**config.mk**
```make
export PLATFORM = sky130hd
export DESIGN_NAME = stream_fifo_flat
export DESIGN_NICKNAME = d
export VERILOG_FILES = /design/src/rtl/fifo_pkg.sv /design/src/rtl/stream_fifo_if.sv /design/src/rtl/fifo_mem.sv /design/src/rtl/stream_fifo.sv /design/src/flat_wrapper.sv
export SDC_FILE = /design/constraint.sdc
export NUM_CORES = 1
export LEC_CHECK = 0
export BUFFER_PORTS_ARGS = -buffer_cell sky130_fd_sc_hd__buf_4
export CORE_ASPECT_RATIO = 1.1
export CORE_UTILIZATION = 55
export CTS_BUF_LIST = sky130_fd_sc_hd__clkbuf_4 sky130_fd_sc_hd__clkbuf_8
export DETAILED_ROUTE_END_ITERATION = 6
export HOLD_SLACK_MARGIN = 0.03
export PLACE_DENSITY = 0.79
export RECOVER_POWER = 25
export SLEW_MARGIN = 0
export SYNTH_ARGS = -nofsm -noshare
export SYNTH_HDL_FRONTEND = slang
export SYNTH_SLANG_ARGS = --single-unit
export TNS_END_PERCENT = 10
```
**constraint.sdc**
```tcl
create_clock -name clk -period 4.3 [get_ports clk]
set_input_delay 0.86 -clock clk [delete_from_list [all_inputs] [get_ports clk]]
set_output_delay 0.86 -clock clk [all_outputs]
set_load 0.02 [all_outputs]
```
**src/rtl/fifo_pkg.sv**
```systemverilog
// Shared definitions for the stream FIFO family: default payload and depth
// constants used across the butterfly stages, and a width helper.
package fifo_pkg;

  localparam int DEFAULT_DATA_WIDTH = 16;
  localparam int DEFAULT_DEPTH      = 16;

  // Index width for an array of the given depth; never below one bit.
  function automatic int addr_width(input int depth);
    return (depth > 1) ? $clog2(depth) : 1;
  endfunction

endpackage

```
**src/rtl/stream_fifo_if.sv**
```systemverilog
// Valid/ready stream, control and status signals of one stream_fifo instance.
// slave is the FIFO side, master is the producer/consumer/control side.
interface stream_fifo_if
  import fifo_pkg::*;
#(
  parameter int DATA_WIDTH = DEFAULT_DATA_WIDTH,
  parameter int DEPTH      = DEFAULT_DEPTH
);
  localparam int ADDR_W = addr_width(DEPTH);

  logic                  flush;
  logic                  in_valid;
  logic                  in_ready;
  logic [DATA_WIDTH-1:0] in_data;
  logic                  out_valid;
  logic                  out_ready;
  logic [DATA_WIDTH-1:0] out_data;
  logic [ADDR_W:0]       count;
  logic                  almost_full;
  logic                  almost_empty;
  logic [ADDR_W:0]       high_water;
  logic                  hw_clear;

  modport slave (
    input  flush, in_valid, in_data, out_ready, hw_clear,
    output in_ready, out_valid, out_data, count, almost_full, almost_empty, high_water
  );

  modport master (
    output flush, in_valid, in_data, out_ready, hw_clear,
    input  in_ready, out_valid, out_data, count, almost_full, almost_empty, high_water
  );

endinterface

```
**src/rtl/fifo_mem.sv**
```systemverilog
// Simple dual-port register array: synchronous write, combinational read.
// Contents are intentionally not reset.
module fifo_mem
  import fifo_pkg::*;
#(
  parameter int DATA_WIDTH = DEFAULT_DATA_WIDTH,
  parameter int DEPTH      = DEFAULT_DEPTH,
  parameter int ADDR_W     = addr_width(DEPTH)
) (
  input  logic                  clk,
  input  logic                  we,
  input  logic [ADDR_W-1:0]     waddr,
  input  logic [DATA_WIDTH-1:0] wdata,
  input  logic [ADDR_W-1:0]     raddr,
  output logic [DATA_WIDTH-1:0] rdata
);

  logic [DATA_WIDTH-1:0] mem_r [DEPTH];

  // Write port
  always_ff @(posedge clk) begin
    if (we) begin
      mem_r[waddr] <= wdata;
    end
  end

  assign rdata = mem_r[raddr];

endmodule

```
**src/rtl/stream_fifo.sv**
```systemverilog
// First-word-fall-through stream FIFO with occupancy count, almost flags,
// synchronous flush and a high-water occupancy monitor.
module stream_fifo
  import fifo_pkg::*;
#(
  parameter int DATA_WIDTH    = DEFAULT_DATA_WIDTH,
  parameter int DEPTH         = DEFAULT_DEPTH,
  parameter int AFULL_THRESH  = DEPTH - 2,
  parameter int AEMPTY_THRESH = 2
) (
  input  logic          clk,
  input  logic          rst,
  stream_fifo_if.slave  bus
);

  localparam int              ADDR_W   = addr_width(DEPTH);
  localparam logic [ADDR_W:0] ONE_C    = {{ADDR_W{1'b0}}, 1'b1};
  localparam logic [ADDR_W:0] AFULL_C  = (ADDR_W + 1)'(AFULL_THRESH);
  localparam logic [ADDR_W:0] AEMPTY_C = (ADDR_W + 1)'(AEMPTY_THRESH);

  if ((DEPTH < 4) || ((DEPTH & (DEPTH - 1)) != 0)) begin : g_depth_err
    $error("stream_fifo: DEPTH must be a power of two and at least 4");
  end
  if ((AFULL_THRESH < 1) || (AFULL_THRESH > DEPTH)) begin : g_afull_err
    $error("stream_fifo: AFULL_THRESH must lie in 1..DEPTH");
  end
  if ((AEMPTY_THRESH < 0) || (AEMPTY_THRESH > DEPTH - 1)) begin : g_aempty_err
    $error("stream_fifo: AEMPTY_THRESH must lie in 0..DEPTH-1");
  end

  logic [ADDR_W:0]       wr_ptr_r, rd_ptr_r, count_r, high_water_r;
  logic [ADDR_W:0]       wr_ptr_nxt_s, rd_ptr_nxt_s, count_nxt_s, high_water_nxt_s;
  logic                  empty_s, full_s, push_s, pop_s, mem_we_s;
  logic [DATA_WIDTH-1:0] rdata_s;

  // The MSB of each pointer is the wrap bit separating full from empty.
  assign empty_s  = (wr_ptr_r == rd_ptr_r);
  assign full_s   = (wr_ptr_r[ADDR_W-1:0] == rd_ptr_r[ADDR_W-1:0]) &&
                    (wr_ptr_r[ADDR_W] != rd_ptr_r[ADDR_W]);
  assign push_s   = bus.in_valid & ~full_s;
  assign pop_s    = bus.out_ready & ~empty_s;
  assign mem_we_s = push_s & ~bus.flush;

  fifo_mem #(
    .DATA_WIDTH (DATA_WIDTH),
    .DEPTH      (DEPTH),
    .ADDR_W     (ADDR_W)
  ) u_mem (
    .clk   (clk),
    .we    (mem_we_s),
    .waddr (wr_ptr_r[ADDR_W-1:0]),
    .wdata (bus.in_data),
    .raddr (rd_ptr_r[ADDR_W-1:0]),
    .rdata (rdata_s)
  );

  // Next pointer and occupancy; flush overrides any handshake in the same cycle
  always_comb begin
    wr_ptr_nxt_s = wr_ptr_r;
    rd_ptr_nxt_s = rd_ptr_r;
    count_nxt_s  = count_r;
    if (bus.flush) begin
      wr_ptr_nxt_s = '0;
      rd_ptr_nxt_s = '0;
      count_nxt_s  = '0;
    end else begin
      if (push_s) begin
        wr_ptr_nxt_s = wr_ptr_r + ONE_C;
      end else begin
        wr_ptr_nxt_s = wr_ptr_r;
      end
      if (pop_s) begin
        rd_ptr_nxt_s = rd_ptr_r + ONE_C;
      end else begin
        rd_ptr_nxt_s = rd_ptr_r;
      end
      case ({push_s, pop_s})
        2'b10:   count_nxt_s = count_r + ONE_C;
        2'b01:   count_nxt_s = count_r - ONE_C;
        default: count_nxt_s = count_r;
      endcase
    end
  end

  // High-water tracks the next occupancy so a clear restarts from the live value
  always_comb begin
    high_water_nxt_s = high_water_r;
    if (bus.hw_clear) begin
      high_water_nxt_s = count_nxt_s;
    end else if (count_nxt_s > high_water_r) begin
      high_water_nxt_s = count_nxt_s;
    end else begin
      high_water_nxt_s = high_water_r;
    end
  end

  // State registers
  always_ff @(posedge clk or posedge rst) begin
    if (rst) begin
      wr_ptr_r     <= '0;
      rd_ptr_r     <= '0;
      count_r      <= '0;
      high_water_r <= '0;
    end else begin
      wr_ptr_r     <= wr_ptr_nxt_s;
      rd_ptr_r     <= rd_ptr_nxt_s;
      count_r      <= count_nxt_s;
      high_water_r <= high_water_nxt_s;
    end
  end

  assign bus.in_ready     = ~full_s;
  assign bus.out_valid    = ~empty_s;
  assign bus.out_data     = empty_s ? '0 : rdata_s;
  assign bus.count        = count_r;
  assign bus.almost_full  = (count_r >= AFULL_C);
  assign bus.almost_empty = (count_r <= AEMPTY_C);
  assign bus.high_water   = high_water_r;

endmodule
```
**src/flat_wrapper.sv**
```systemverilog
// flat-port wrapper written by rule: the top's interface ports become plain ports
module stream_fifo_flat import fifo_pkg::*;
#(
  parameter int DATA_WIDTH    = DEFAULT_DATA_WIDTH,
  parameter int DEPTH         = DEFAULT_DEPTH,
  parameter int AFULL_THRESH  = DEPTH - 2,
  parameter int AEMPTY_THRESH = 2
)
  (clk, rst, bus_flush, bus_in_valid, bus_in_data, bus_out_ready, bus_hw_clear, bus_in_ready, bus_out_valid, bus_out_data, bus_count, bus_almost_full, bus_almost_empty, bus_high_water);
  stream_fifo_if #(.DATA_WIDTH(DATA_WIDTH), .DEPTH(DEPTH)) bus_i ();
  input  logic clk;
  input  logic rst;
  input wire logic [$bits(bus_i.flush)-1:0] bus_flush;
  input wire logic [$bits(bus_i.in_valid)-1:0] bus_in_valid;
  input wire logic [$bits(bus_i.in_data)-1:0] bus_in_data;
  input wire logic [$bits(bus_i.out_ready)-1:0] bus_out_ready;
  input wire logic [$bits(bus_i.hw_clear)-1:0] bus_hw_clear;
  output wire logic [$bits(bus_i.in_ready)-1:0] bus_in_ready;
  output wire logic [$bits(bus_i.out_valid)-1:0] bus_out_valid;
  output wire logic [$bits(bus_i.out_data)-1:0] bus_out_data;
  output wire logic [$bits(bus_i.count)-1:0] bus_count;
  output wire logic [$bits(bus_i.almost_full)-1:0] bus_almost_full;
  output wire logic [$bits(bus_i.almost_empty)-1:0] bus_almost_empty;
  output wire logic [$bits(bus_i.high_water)-1:0] bus_high_water;
  assign bus_i.flush = bus_flush;
  assign bus_i.in_valid = bus_in_valid;
  assign bus_i.in_data = bus_in_data;
  assign bus_i.out_ready = bus_out_ready;
  assign bus_i.hw_clear = bus_hw_clear;
  assign bus_in_ready = bus_i.in_ready;
  assign bus_out_valid = bus_i.out_valid;
  assign bus_out_data = bus_i.out_data;
  assign bus_count = bus_i.count;
  assign bus_almost_full = bus_i.almost_full;
  assign bus_almost_empty = bus_i.almost_empty;
  assign bus_high_water = bus_i.high_water;
  stream_fifo #(.DATA_WIDTH(DATA_WIDTH), .DEPTH(DEPTH), .AFULL_THRESH(AFULL_THRESH), .AEMPTY_THRESH(AEMPTY_THRESH)) u_core (.clk(clk), .rst(rst), .bus(bus_i));
endmodule
```
Yosys cells after proc, flatten, opt, wreduce, memory -nomap -nowiden. Memories as Yosys holds them, arrays and structs flattened. Index checks and enable logic that the tools add are counted.

Reduce and logical (&&, ||, !) cells: 4. $add $sub $neg: 4. Equal/unequal tests: 5. Multiplexer cells: 11. Bitwise gates (word level): 6. $lt $le $gt $ge: 3.

Operators with widths (number): two-way mux 5 bit (7); two-way mux 16 bit (1); adder 5 x 1 -> 5 bit, second input constant (3); case mux 5 bit (2 select lines) (1); nonzero test 2 bit (3); == test 5 bit (1); greater-or-equal comparator 5 x 4 -> 1 bit, second input constant (1); > comparator 5 bit (1); less-or-equal comparator 5 x 2 -> 1 bit, second input constant (1); subtractor 5 x 1 -> 5 bit, second input constant (1); == test 4 bit (1); bitwise AND 1 bit (3); inverter 1 bit (3); == test 2 x 1 -> 1 bit, second input constant (1); == test 2 bit, second input constant (1); two-way mux 1 bit (2); logical AND 1 bit (1); != test 1 bit (1).

Bits in writable memories: 256. Output and inout bits: 30. Register bits: 20. Bits of input ports: 22. Word-level logic and storage cells: 38. Memories kept: 1.

Memory list: u_core.u_mem.mem_r (words 16, bits a word 16, rd ports 1, clocked after memory_dff 0, write ports 1, RTL line fifo_mem.sv:18) `logic [DATA_WIDTH-1:0] mem_r [DEPTH];`.

Logic depth before layout (Yosys ltp). Gate-level depths: netlist (run 1).

Depth after elaboration: 10. Gate-level depth with buffers: 19. Gate-level depth less buffers: 17.

Cells and area by module. A second synthesis (run 1) with hierarchy kept.

Cell total of the unflattened synthesis: 592. Area total of the unflattened synthesis: 11263.3 um2.

Modules (own cells, without submodules): fifo_mem (instances 1, area an instance 9723.1 um2, sequential area each 7687.4 um2, cells an instance 416); stream_fifo (instances 1, area an instance 1540.2 um2, sequential area each 500.5 um2, cells an instance 176).

Worst setup path after synthesis (run 1). OpenSTA, ideal clock, no wires.

Path type: register -> register. Start point: register u_core.wr_ptr_r[0]. End point: register u_core.high_water_r[3], in the netlist u_core.bus.high_water[3]. Clock period less this slack: 4.153 ns. Cell stages (with the launch flop): 15. Path buffers: 1. Library setup time: 0.125 ns. Setup slack: 0.147 ns. Data arrival time: 4.028 ns. Data required time: 4.175 ns. Cells stage by stage: dfrtp_1 > xor2_2 > or4_4 > nor2_1 > nor2b_1 > clkbuf_1 > ha_1 > nor4_2 > mux2_4 > ha_1 > and3_1 > nand3_1 > a21o_1 > a31o_2 > mux2_4.

Longest elaborated chain between the ends: 9. Elaborated cells on any way between the ends: 15. Classes of those cells: order compare: 1; eq/ne: 4; mux: 4; bitwise: 4; reduce/logical: 2.

Ends and longest elaborated chain: start, declared (RTL line stream_fifo.sv:31) `logic [ADDR_W:0] wr_ptr_r, rd_ptr_r, count_r, high_water_r;`; start signal, assigned (RTL line stream_fifo.sv:105) `wr_ptr_r <= wr_ptr_nxt_s;`; == test 4 bit (RTL line stream_fifo.sv:38) `assign full_s = (wr_ptr_r[ADDR_W-1:0] == rd_ptr_r[ADDR_W-1:0]) &&`; logical AND 1 bit (RTL line stream_fifo.sv:38); inverter 1 bit (RTL line stream_fifo.sv:40) `assign push_s = bus.in_valid & ~full_s;`; bitwise AND 1 bit (RTL line stream_fifo.sv:40); == test 2 x 1 -> 1 bit or == test 2 bit (tied branches) (RTL line stream_fifo.sv:77) `case ({push_s, pop_s})`; case mux 5 bit (2 select lines) * (RTL line stream_fifo.sv:77); two-way mux 5 bit * (RTL line stream_fifo.sv:62) `if (bus.flush) begin`; named net u_core.count_nxt_s[3] (RTL line stream_fifo.sv:32) `logic [ADDR_W:0] wr_ptr_nxt_s, rd_ptr_nxt_s, count_nxt_s, high_water_nxt_s;`; > comparator 5 bit or two-way mux 5 bit (tied branches) (RTL line stream_fifo.sv:90) `end else if (count_nxt_s > high_water_r) begin`; nonzero test 2 bit (no line) or two-way mux 5 bit (tied branches); end signal, assigned (RTL line stream_fifo.sv:108) `high_water_r <= high_water_nxt_s;`; end, declared (RTL line stream_fifo.sv:31).

Mark *: on every way through the listed nets, which the timed path passes. The rest lies on a longest branch. The select of a mux whose other input is x is not followed. A chain may end at the register's enable or synchronous reset.

Worst setup path in the final report (run 1).
Start point: register u_core.rd_ptr_r[0]. End point: register u_core.high_water_r[3], in the netlist u_core.bus.high_water[3].

Longest elaborated chain between the ends: 9. Elaborated cells on any way between the ends: 15. Classes of those cells: order compare: 1; eq/ne: 4; mux: 4; bitwise: 4; reduce/logical: 2.

Ends and longest elaborated chain: start, declared (RTL line stream_fifo.sv:31); start signal, assigned (RTL line stream_fifo.sv:106) `rd_ptr_r <= rd_ptr_nxt_s;`; == test 4 bit (RTL line stream_fifo.sv:38); logical AND 1 bit (RTL line stream_fifo.sv:38); inverter 1 bit (RTL line stream_fifo.sv:40); bitwise AND 1 bit (RTL line stream_fifo.sv:40); == test 2 x 1 -> 1 bit or == test 2 bit (tied branches) (RTL line stream_fifo.sv:77); case mux 5 bit (2 select lines) * (RTL line stream_fifo.sv:77); two-way mux 5 bit * (RTL line stream_fifo.sv:62); named net u_core.count_nxt_s[4] (RTL line stream_fifo.sv:32); > comparator 5 bit * (RTL line stream_fifo.sv:90); nonzero test 2 bit (no line) *.

Marked as above.

==> qor.csv, run 1 <==
stage,metric,value,unit
logic_synthesis,yosys_warnings,0,
clocking,cts.htree.levels,2,
logic_synthesis,avgSynthCellArea,20.90,um^2
floorplan,ios,52,
logic_synthesis,syn_inst,532,
floorplan,core-area,0.01980,mm^2
hold_path,hp-class,in2async,
timing,fmax,241.4,MHz
finish,final_area,0.01275,mm^2
critical_path,cp-end-kind,flop,
logic_synthesis,ys_top_cells_by_count,"edfxtp_1 (256), mux4_2 (80), nor2_1 (28), dfrtp_1 (20), nor2b_1 (20)",
logic_synthesis,synth_cell_types,42,
power_and_ir_drop,peakVddDrop,0.2363,mV
global_routing,grt.overflow.total,0,
critical_path,worstPathRequired,4.72,ns
logic_synthesis,syn_nets,566,
routing,vias,5462,
global_routing,antenna_found_initial,0,
clocking,root_buffer,clkbuf_8,
timing,slew-limit-headroom,35.11,%
power_and_ir_drop,power.density,490.2,mW/mm^2
finish,antenna_cells,0,
clocking,cts_buffer_depth,3,
logic_synthesis,async_reset_ff_share,7.246,%
place,dp_hpwl,13.18,mm
clocking,clk_latency,0.54,ns
logic_synthesis,syn_area,0.01112,mm^2
timing,skew,0.008508,ns
power_and_ir_drop,p_leak,4.198,nW
routing,drc,0,
logic_synthesis,synth_most_common_cell,edfxtp_1,
floorplan,initial_core_util,56.16,%
routing,post_drt_via_cell_ratio,5.976,
clocking,clk_pin_slew,0.06,ns
timing,maxSlewViolCount,0,
clocking,clock-sinks,276,
status,status,"complete, no violations",
timing,worst_pin_slew,0.9733,ns
logic_synthesis,ys_top_cells_by_area,"edfxtp_1 (69%), mux4_2 (16%), dfrtp_1 (4.5%), ha_1 (1.4%), nor2b_1 (1.1%)",
place,portBuffers,51,
floorplan,num_rows,54,
floorplan,die_y,151.1,um
critical_path,worstSetupPathType,reg2reg,
floorplan,die_x,137.6,um
timing,fin_crit,4.142,ns
routing,dr.pass1.iters,4,
global_routing,grt_use_total,22.29,%
critical_path,crit_path_start_kind,flop,
critical_path,critPathMaxFanout,6,
logic_synthesis,synth-edff-count,256,
critical_path,crit_end,u_core.bus.high_water[3]$_DFFE_PP0P_,
clocking,ctsHoldBuffers,0,
finish,drive_above_1_share,36.10,%
finish,fin_nets,664,
flow_run,cap_violations,0,
global_routing,grt_pass1_wl,32.95,mm
floorplan,die_area,0.02079,mm^2
routing,first_iter_violations,397,
global_routing,grt_pass1_vias,5747,
logic_synthesis,synth_seq_cells,276,
place,place.gp.congestion,0.8158,
routing,wl,21.83,mm
timing,period_share,96.34,%
critical_path,reg2regPathDepth,16,
finish,final_util,64.40,%
critical_path,regToRegEndpoint,u_core.bus.high_water[3]$_DFFE_PP0P_,
critical_path,timing.rr.start,u_core.rd_ptr_r[0]$_DFFE_PP0P_,
place,dpl-instance-area,0.01196,mm^2
timing,hold_viol,0,
clocking,cts_buffers,42,
logic_synthesis,synth_area_leader_cell,edfxtp_1,
critical_path,crit_path_start,u_core.rd_ptr_r[0]$_DFFE_PP0P_,
clocking,tritoncts,done,
routing,ant_nets,0,
timing,final-setup-viol-count,0,
finish,synthToLayoutAreaGrowth,14.68,%
logic_synthesis,ys_seq_area_share,73.65,%
logic_synthesis,netlist.area_leader.share,69.15,%
routing,wl_per_cell,23.89,um
logic_synthesis,synth-main-ff-cell,edfxtp_1,
global_routing,grt_max_degree,68,
critical_path,crit_arrival,4.56,ns
critical_path,r2r_setup_slack,0.16,ns
[per-stage QoR]
step	hold WS [ns]	setup TNS, ns	worst slack (ns)	cells	power, mW
3_5_place_dp	0.5395	0	0.1580	836	4.283
3_3_place_gp	0.5326	0	0.3365	836	4.242
6_report	0.4641	0	0.1576	914	6.249
2_1_floorplan	0.5234	0	0.1473	532	3.920
5_1_grt	0.5115	-0.04332	-0.03414	914	6.489
4_1_cts	0.4623	0	0.1018	912	6.269
[worst max-delay path: stages, from the launching register on]
cell     delay, ns
dfrtp_4       0.50
xor2_2        0.17
or4_4         0.54
o211a_4       0.30
xor2_1        0.15
ha_2          0.22
a21oi_1       0.08
nor2b_1       0.16
mux2i_1       0.11
or3_1         0.37
a21oi_4       0.21
ha_4          0.17
and3_1        0.15
nand3_1       0.13
a21o_1        0.23
a31o_4        0.23
mux2_4        0.29
[logic make-up after synthesis]
logic type / synth area share (%)
compound gates: 1.486
flops: 73.65
buf+inv: 1.396
mux: 16.95
simple gates: 3.759
xor+xnor: 1.407
fa+ha+maj: 1.351
[layout make-up]
class	count	area, um^2
clock inverters	21	101.3
well taps	252	315.3
flip-flops and latches	276	8195
multi-input cells	220	2859
clock buffers	55	675.6
repair buffers	80	564.3
fillers	1294	7048
inverters	10	37.54
[power by group]
| group | switching, mW | leakage (nW) | internal (mW) |
|---|---|---|---|
| Sequential | 0.0605 | 2.57 | 2.99 |
| Clock | 0.964 | 0.405 | 1.03 |
| Combinational | 0.621 | 1.22 | 0.585 |
[flip-flops by register name (all words and copies together) (netlist names)]
signal	cells
u_core.u_mem.mem_r	256
u_core.bus.count	5
u_core.bus.high_water	5
u_core.wr_ptr_r	5
u_core.rd_ptr_r	5
[cells in the final DEF, fill, tap and decap left out, types with 2 or more instances in the layout]
master / count
clkbuf_1: 13
dfrtp_2: 3
clkinvlp_4: 3
nand2b_1: 6
clkinv_2: 5
nand3_1: 3
dfrtp_1: 16
ha_1: 10
clkbuf_4: 13
nor2_1: 27
buf_4: 66
clkbuf_8: 42
nor3_2: 8
clkinv_1: 12
nor2b_1: 20
mux4_2: 80
o21ai_0: 3
mux2_2: 2
mux2_4: 2
inv_1: 10
a21oi_1: 4
edfxtp_1: 256
mux2i_1: 3
nand4_1: 2
nand2_1: 9
xnor2_1: 3
xor2_1: 13
[routing by layer]
layer / vias to the layer above / GRT usage (%) / wire length, um
met5: - / 0 / 0
li1: 2370 / - / -
met3: 53 / 4.384 / 1150
met4: 0 / 9.835 / 697
met2: 173 / 37.21 / 11360
met1: 2866 / 28.49 / 8621
[worst min path at each step]
stage,from,endpoint,slack [ns]
6_report,rst,u_core.bus.count[2]$_DFF_PP0_,0.46
3_3_place_gp,u_core.bus.high_water[2]$_DFFE_PP0P_,u_core.bus.high_water[2]$_DFFE_PP0P_,0.53
5_1_grt,rst,u_core.rd_ptr_r[0]$_DFFE_PP0P_,0.51
4_1_cts,rst,u_core.bus.count[0]$_DFF_PP0_,0.46
3_5_place_dp,u_core.bus.high_water[2]$_DFFE_PP0P_,u_core.bus.high_water[2]$_DFFE_PP0P_,0.54
2_1_floorplan,u_core.rd_ptr_r[4]$_DFFE_PP0P_,u_core.rd_ptr_r[4]$_DFFE_PP0P_,0.52
[what timing repair did]
item / in CTS / in global routing
endpoints found under the hold margin: 0 / 0
buffers inserted: 0 / 2
resized for setup: 0 / 9
endpoints found under the setup margin: 0 / 5
(Power assumes the default switching activity.)
==> inputs of run 2 (changes only) <==
CORE_MARGIN = 2   (was default)
==> qor.csv, run 2 (synthesis results as in run 1) <==
stage,metric,value,unit
status,status,"complete, no violations",
global_routing,antenna_found_initial,0,
timing,fmax,241.2,MHz
routing,drc,0,
routing,wl,21.78,mm
finish,n_fill_cell,1302,
routing,first_iter_violations,517,
timing,slew-limit-headroom,34.15,%
finish,fin_nets,660,
global_routing,met3_usage,3.759,%
critical_path,crit_slowest_cell,o41ai_1,
global_routing,grt_use_total,20.74,%
finish,antenna_cells,0,
power_and_ir_drop,p_leak,4.203,nW
timing,hold_viol,0,
global_routing,grt_pass1_vias,5680,
critical_path,worst_path_dominant_cell_family,compound AO/OA/AOI/OAI gates,
hold_path,hp-class,in2async,
global_routing,grt.overflow.total,0,
finish,mostFrequentLayoutCells,"edfxtp_1 (256), mux4_2 (80), buf_4 (62), clkbuf_8 (44), nor2b_1 (20)",
clocking,cts.htree.levels,2,
finish,final_util,64.26,%
floorplan,die_x,139.6,um
power_and_ir_drop,total_power,6.304,mW
routing,dr.pass1.iters,5,
finish,largest_register_ffs,256,
critical_path,worstPathRequired,4.73,ns
floorplan,ios,52,
finish,final_common_cell,edfxtp_1,
floorplan,num_rows,54,
floorplan,initial_core_util,55.96,%
clocking,ctsHoldBuffers,0,
routing,vias,5504,
timing,fin_ws,0.1543,ns
timing,maxSlewViolCount,0,
place,portBuffers,51,
floorplan,die_area,0.02137,mm^2
clocking,clock-sinks,276,
global_routing,met2_usage,34.94,%
routing,ant_nets,0,
floorplan,die_y,153.1,um
critical_path,cpPeakStageDelay,0.53,ns
power_and_ir_drop,power.density,493.8,mW/mm^2
place,dpl-instance-area,0.01195,mm^2
clocking,root_buffer,clkbuf_8,
clocking,cts_buffer_depth,3,
flow_run,cap_violations,0,
timing,worst_pin_slew,0.9877,ns
finish,drive_above_1_share,37.33,%
timing,period_share,96.41,%
global_routing,grt_max_degree,68,
critical_path,crit_arrival,4.58,ns
routing,wl_per_cell,23.91,um
critical_path,cp-end-kind,flop,
timing,skew,0.02690,ns
critical_path,worstSetupPathType,reg2reg,
global_routing,grt_most_used_layer,met2,
timing,fin_crit,4.146,ns
critical_path,crit_path_start_kind,flop,
clocking,cts_buffers,42,
critical_path,critPathMaxFanout,6,
place,pre_cts_ws,0.04110,ns
timing,final-setup-viol-count,0,
place,place.gp.congestion,0.8326,
place,dp_hpwl,12.81,mm
power_and_ir_drop,peakVddDrop,0.2405,mV
finish,top_register,u_core.u_mem.mem_r,
floorplan,core-area,0.01986,mm^2
finish,final_area,0.01276,mm^2
critical_path,path_buf_inv,0,
critical_path,critical_path.cell_chain,xor2_2 > o41ai_1 > o211a_4 > xor2_1 > ha_2 > a21oi_1 > nor2b_1 > mux2i_1 > or3_1 > a21oi_4 > ha_4 > and3_1 > nand3_2 > a21o_1 > a31o_4 > mux2_4,
global_routing,met1_usage,27.47,%
clocking,clk_latency,0.56,ns
clocking,tritoncts,done,
finish,synthToLayoutAreaGrowth,14.82,%
routing,post_drt_via_cell_ratio,6.042,
global_routing,grt_pass1_wl,33.00,mm
clocking,clk_pin_slew,0.07,ns
-- run 2: changes by cell type in the layout (fill, tap and decap cells not counted), sizes merged --
cell	before	now
clkbuf	68	73
clkinvlp	3	0
inv	11	12
clkinv	17	15
buf	67	63
-- run 2: worst paths after layout --
kind | start | endpoint | slack [ns] | cells after the start
max | u_core.wr_ptr_r[0]$_DFFE_PP0P_ | u_core.bus.high_water[3]$_DFFE_PP0P_ | 0.15 | 16
min | rst | u_core.rd_ptr_r[0]$_DFFE_PP0P_ | 0.46 | 2
max in group asynchronous | rst | u_core.rd_ptr_r[0]$_DFFE_PP0P_ | 3.27 | 2
min in group clk | u_core.bus.high_water[2]$_DFFE_PP0P_ | u_core.bus.high_water[2]$_DFFE_PP0P_ | 0.54 | 2
min reg2reg | u_core.bus.high_water[2]$_DFFE_PP0P_ | u_core.bus.high_water[2]$_DFFE_PP0P_ | 0.54 | 2
max reg2reg | u_core.wr_ptr_r[0]$_DFFE_PP0P_ | u_core.bus.high_water[3]$_DFFE_PP0P_ | 0.15 | 16
-- run 2: metal layers --
metal	wire [um]	part of all wire, %
met1	8523	39
met5	0	0
met2	11320	52
met3	1348	6.2
met4	591	2.7
-- run 2: repair_timing --
action | CTS | global route
cloned | 0 | 0
endpoints found under the setup margin | 10 | 15
gates resized for setup | 2 | 10
pin swaps | 0 | 1
setup buffers | 0 | 1
-- run 2: worst reg2reg max path: cells and delay by family, from the launching register on --
family	cells	cell delay, ns
AO/OA/AOI/OAI	6	1.56
XOR/XNOR	2	0.38
adder cells (fa/ha/maj)	2	0.38
flip-flops	1	0.46
multiplexers	2	0.41
AND/OR/NAND/NOR	4	0.83
-- run 2: layout make-up --
cell class	count	area, um^2	area share (%)
Sequential cell	276	8195	64.20
Multi-Input combinational cell	220	2877	22.53
Tap cell	252	315.3	2.470
Inverter	10	37.54	0.2941
Timing Repair Buffer	76	534.3	4.185
Clock inverter	17	80.08	0.6273
Clock buffer	60	725.7	5.685
-- run 2: power by group --
part           switching (mW)  internal, mW  leakage [nW]
clock network           0.953          1.09         0.434
registers              0.0546          2.99          2.57
logic                   0.624         0.592          1.20
-- run 2: stage by stage --
step                instances  setup TNS (ns)  hold slack (ns)
floorplan                 532               0           0.5234
global placement          833               0           0.5196
detailed placement        833               0           0.5259
CTS                       910               0           0.4647
global route              911        -0.02668           0.5100
finish                    911               0           0.4565
==> inputs of run 3 (changes only) <==
CELL_PAD_IN_SITES_DETAIL_PLACEMENT = 1   (was default)
CELL_PAD_IN_SITES_GLOBAL_PLACEMENT = 1   (was default)
CORE_UTILIZATION = 51   (was 55)
PLACE_DENSITY = 0.83   (was 0.79)
==> qor.csv, run 3 (synthesis results as in run 1) <==
stage,metric,value,unit
status,status,"complete, no violations",
timing,fmax,243.9,MHz
critical_path,crit_arrival,4.53,ns
floorplan,core-area,0.02137,mm^2
clocking,cts.htree.levels,2,
timing,final-setup-viol-count,0,
power_and_ir_drop,power.net_switching,1.704,mW
power_and_ir_drop,seq_power_share,46.7,%
timing,setup_tns,0,ns
timing,maxSlewViolCount,0,
flow_run,cap_violations,0,
timing,skew,0.01032,ns
finish,final_util,60.13,%
routing,wl_per_cell,26.57,um
finish,final_area,0.01285,mm^2
power_and_ir_drop,peakVddDrop,0.2271,mV
clocking,ctsHoldBuffers,0,
global_routing,grt_pass1_vias,6265,
clocking,cts_buffers,43,
global_routing,grt_max_degree,68,
routing,wl,25.25,mm
power_and_ir_drop,p_clk_share,34.6,%
power_and_ir_drop,power.density,507.7,mW/mm^2
power_and_ir_drop,combPwrFrac,18.7,%
finish,fin_nets,662,
power_and_ir_drop,intPower,4.820,mW
clocking,clock-sinks,276,
critical_path,worstPathRequired,4.73,ns
routing,vias,5588,
timing,fin_crit,4.099,ns
routing,ant_nets,0,
place,dp_hpwl,14.51,mm
clocking,clk_pin_slew,0.07,ns
floorplan,ios,52,
timing,period_share,95.34,%
critical_path,cp-end-kind,flop,
floorplan,num_rows,56,
finish,final_common_cell,edfxtp_1,
clocking,clk_latency,0.56,ns
finish,drive_above_1_share,36.36,%
finish,largest_register_ffs,256,
global_routing,grt_use_total,23.06,%
power_and_ir_drop,p_leak,4.238,nW
floorplan,die_x,144.8,um
critical_path,critPathMaxFanout,6,
critical_path,crit_path_start_kind,flop,
timing,worst_pin_slew,0.9854,ns
global_routing,grt.overflow.total,0,
finish,antenna_cells,0,
hold_path,hp-class,in2async,
clocking,tritoncts,done,
floorplan,die_y,158.8,um
routing,first_iter_violations,519,
floorplan,initial_core_util,52.02,%
power_and_ir_drop,switching_share,26.12,%
timing,hold_viol,0,
floorplan,die_area,0.02300,mm^2
power_and_ir_drop,total_power,6.523,mW
finish,synthToLayoutAreaGrowth,15.59,%
clocking,cts_buffer_depth,3,
place,dpl-instance-area,0.01197,mm^2
place,place.gp.congestion,0.8112,
global_routing,antenna_found_initial,0,
routing,post_drt_via_cell_ratio,5.882,
place,portBuffers,51,
global_routing,grt_pass1_wl,38.50,mm
timing,slew-limit-headroom,34.31,%
finish,top_register,u_core.u_mem.mem_r,
routing,dr.pass1.iters,4,
clocking,root_buffer,clkbuf_8,
finish,mostFrequentLayoutCells,"edfxtp_1 (256), mux4_2 (80), buf_4 (63), clkbuf_8 (46), nor2_1 (27)",
routing,drc,0,
critical_path,worstSetupPathType,reg2reg,
-- run 3: cell type report --
cell class / instances / area [um^2]
fill: 1850 / 8521
clock inverter: 22 / 180.2
timing repair buffer: 77 / 548.0
tap: 290 / 362.8
clock buffer: 55 / 700.7
multi-input combinational: 220 / 2825
sequential: 276 / 8195
inverter: 10 / 37.54
-- run 3: path summary, 6_finish.rpt --
path / from / endpoint / slack, ns / cells past startpoint
hold / removal: rst / u_core.wr_ptr_r[0]$_DFFE_PP0P_ / 0.46 / 2
setup reg to reg: u_core.wr_ptr_r[1]$_DFFE_PP0P_ / u_core.bus.high_water[0]$_DFFE_PP0P_ / 0.20 / 16
max in group asynchronous: rst / u_core.rd_ptr_r[0]$_DFFE_PP0P_ / 3.28 / 2
setup / recovery: u_core.wr_ptr_r[1]$_DFFE_PP0P_ / u_core.bus.high_water[0]$_DFFE_PP0P_ / 0.20 / 16
min in group clk: u_core.bus.high_water[2]$_DFFE_PP0P_ / u_core.bus.high_water[2]$_DFFE_PP0P_ / 0.51 / 2
hold reg to reg: u_core.bus.high_water[2]$_DFFE_PP0P_ / u_core.bus.high_water[2]$_DFFE_PP0P_ / 0.51 / 2
-- run 3: layer usage --
metal  global-route usage, %  up-vias  wire (um)  share of wire, %
li1                        -     2362          -                 -
met1                   30.54     2952      10060                40
met2                   37.67      217      12930                51
met3                   4.584       57       1549               6.1
met4                   9.179        0        706               2.8
met5                       0        -          0                 0
-- run 3: power groups by stage --
stage | logic [mW] | registers, mW | clock network [mW]
after floorplan | 0.817 | 3.10 | 0
final | 1.22 | 3.04 | 2.26
after global placement | 1.16 | 3.09 | 0
after global routing | 1.32 | 3.05 | 2.40
after detailed placement | 1.21 | 3.10 | 0
after CTS | 1.22 | 3.04 | 2.31
-- run 3: what timing repair did --
item | 4_1_cts | 5_1_grt
gates resized for setup | 2 | 10
setup endpoints to repair | 8 | 13
pin swaps | 0 | 1
setup buffers | 0 | 2
-- run 3: worst max-delay path: stages, from the launching register on --
cell and delay [ns]:
dfrtp_2 0.45, xor2_1 0.20, or4_4 0.56, o211a_4 0.30, xor2_1 0.15, ha_2 0.22
a21oi_1 0.08, nor2b_1 0.12, mux2i_1 0.09, or3_1 0.34, a21oi_2 0.16, ha_1 0.28
and3_1 0.19, nand3_1 0.13, a21o_1 0.16, a31o_2 0.18, mux2_2 0.35
-- run 3: metrics by stage --
stage / worst slack [ns] / instances / hold WS (ns)
floorplan: 0.1473 / 532 / 0.5234
global placement: 0.3092 / 871 / 0.4997
detailed placement: 0.1050 / 871 / 0.5023
CTS: 0.005905 / 948 / 0.4361
global route: -0.02562 / 950 / 0.5040
finish: 0.2006 / 950 / 0.4558
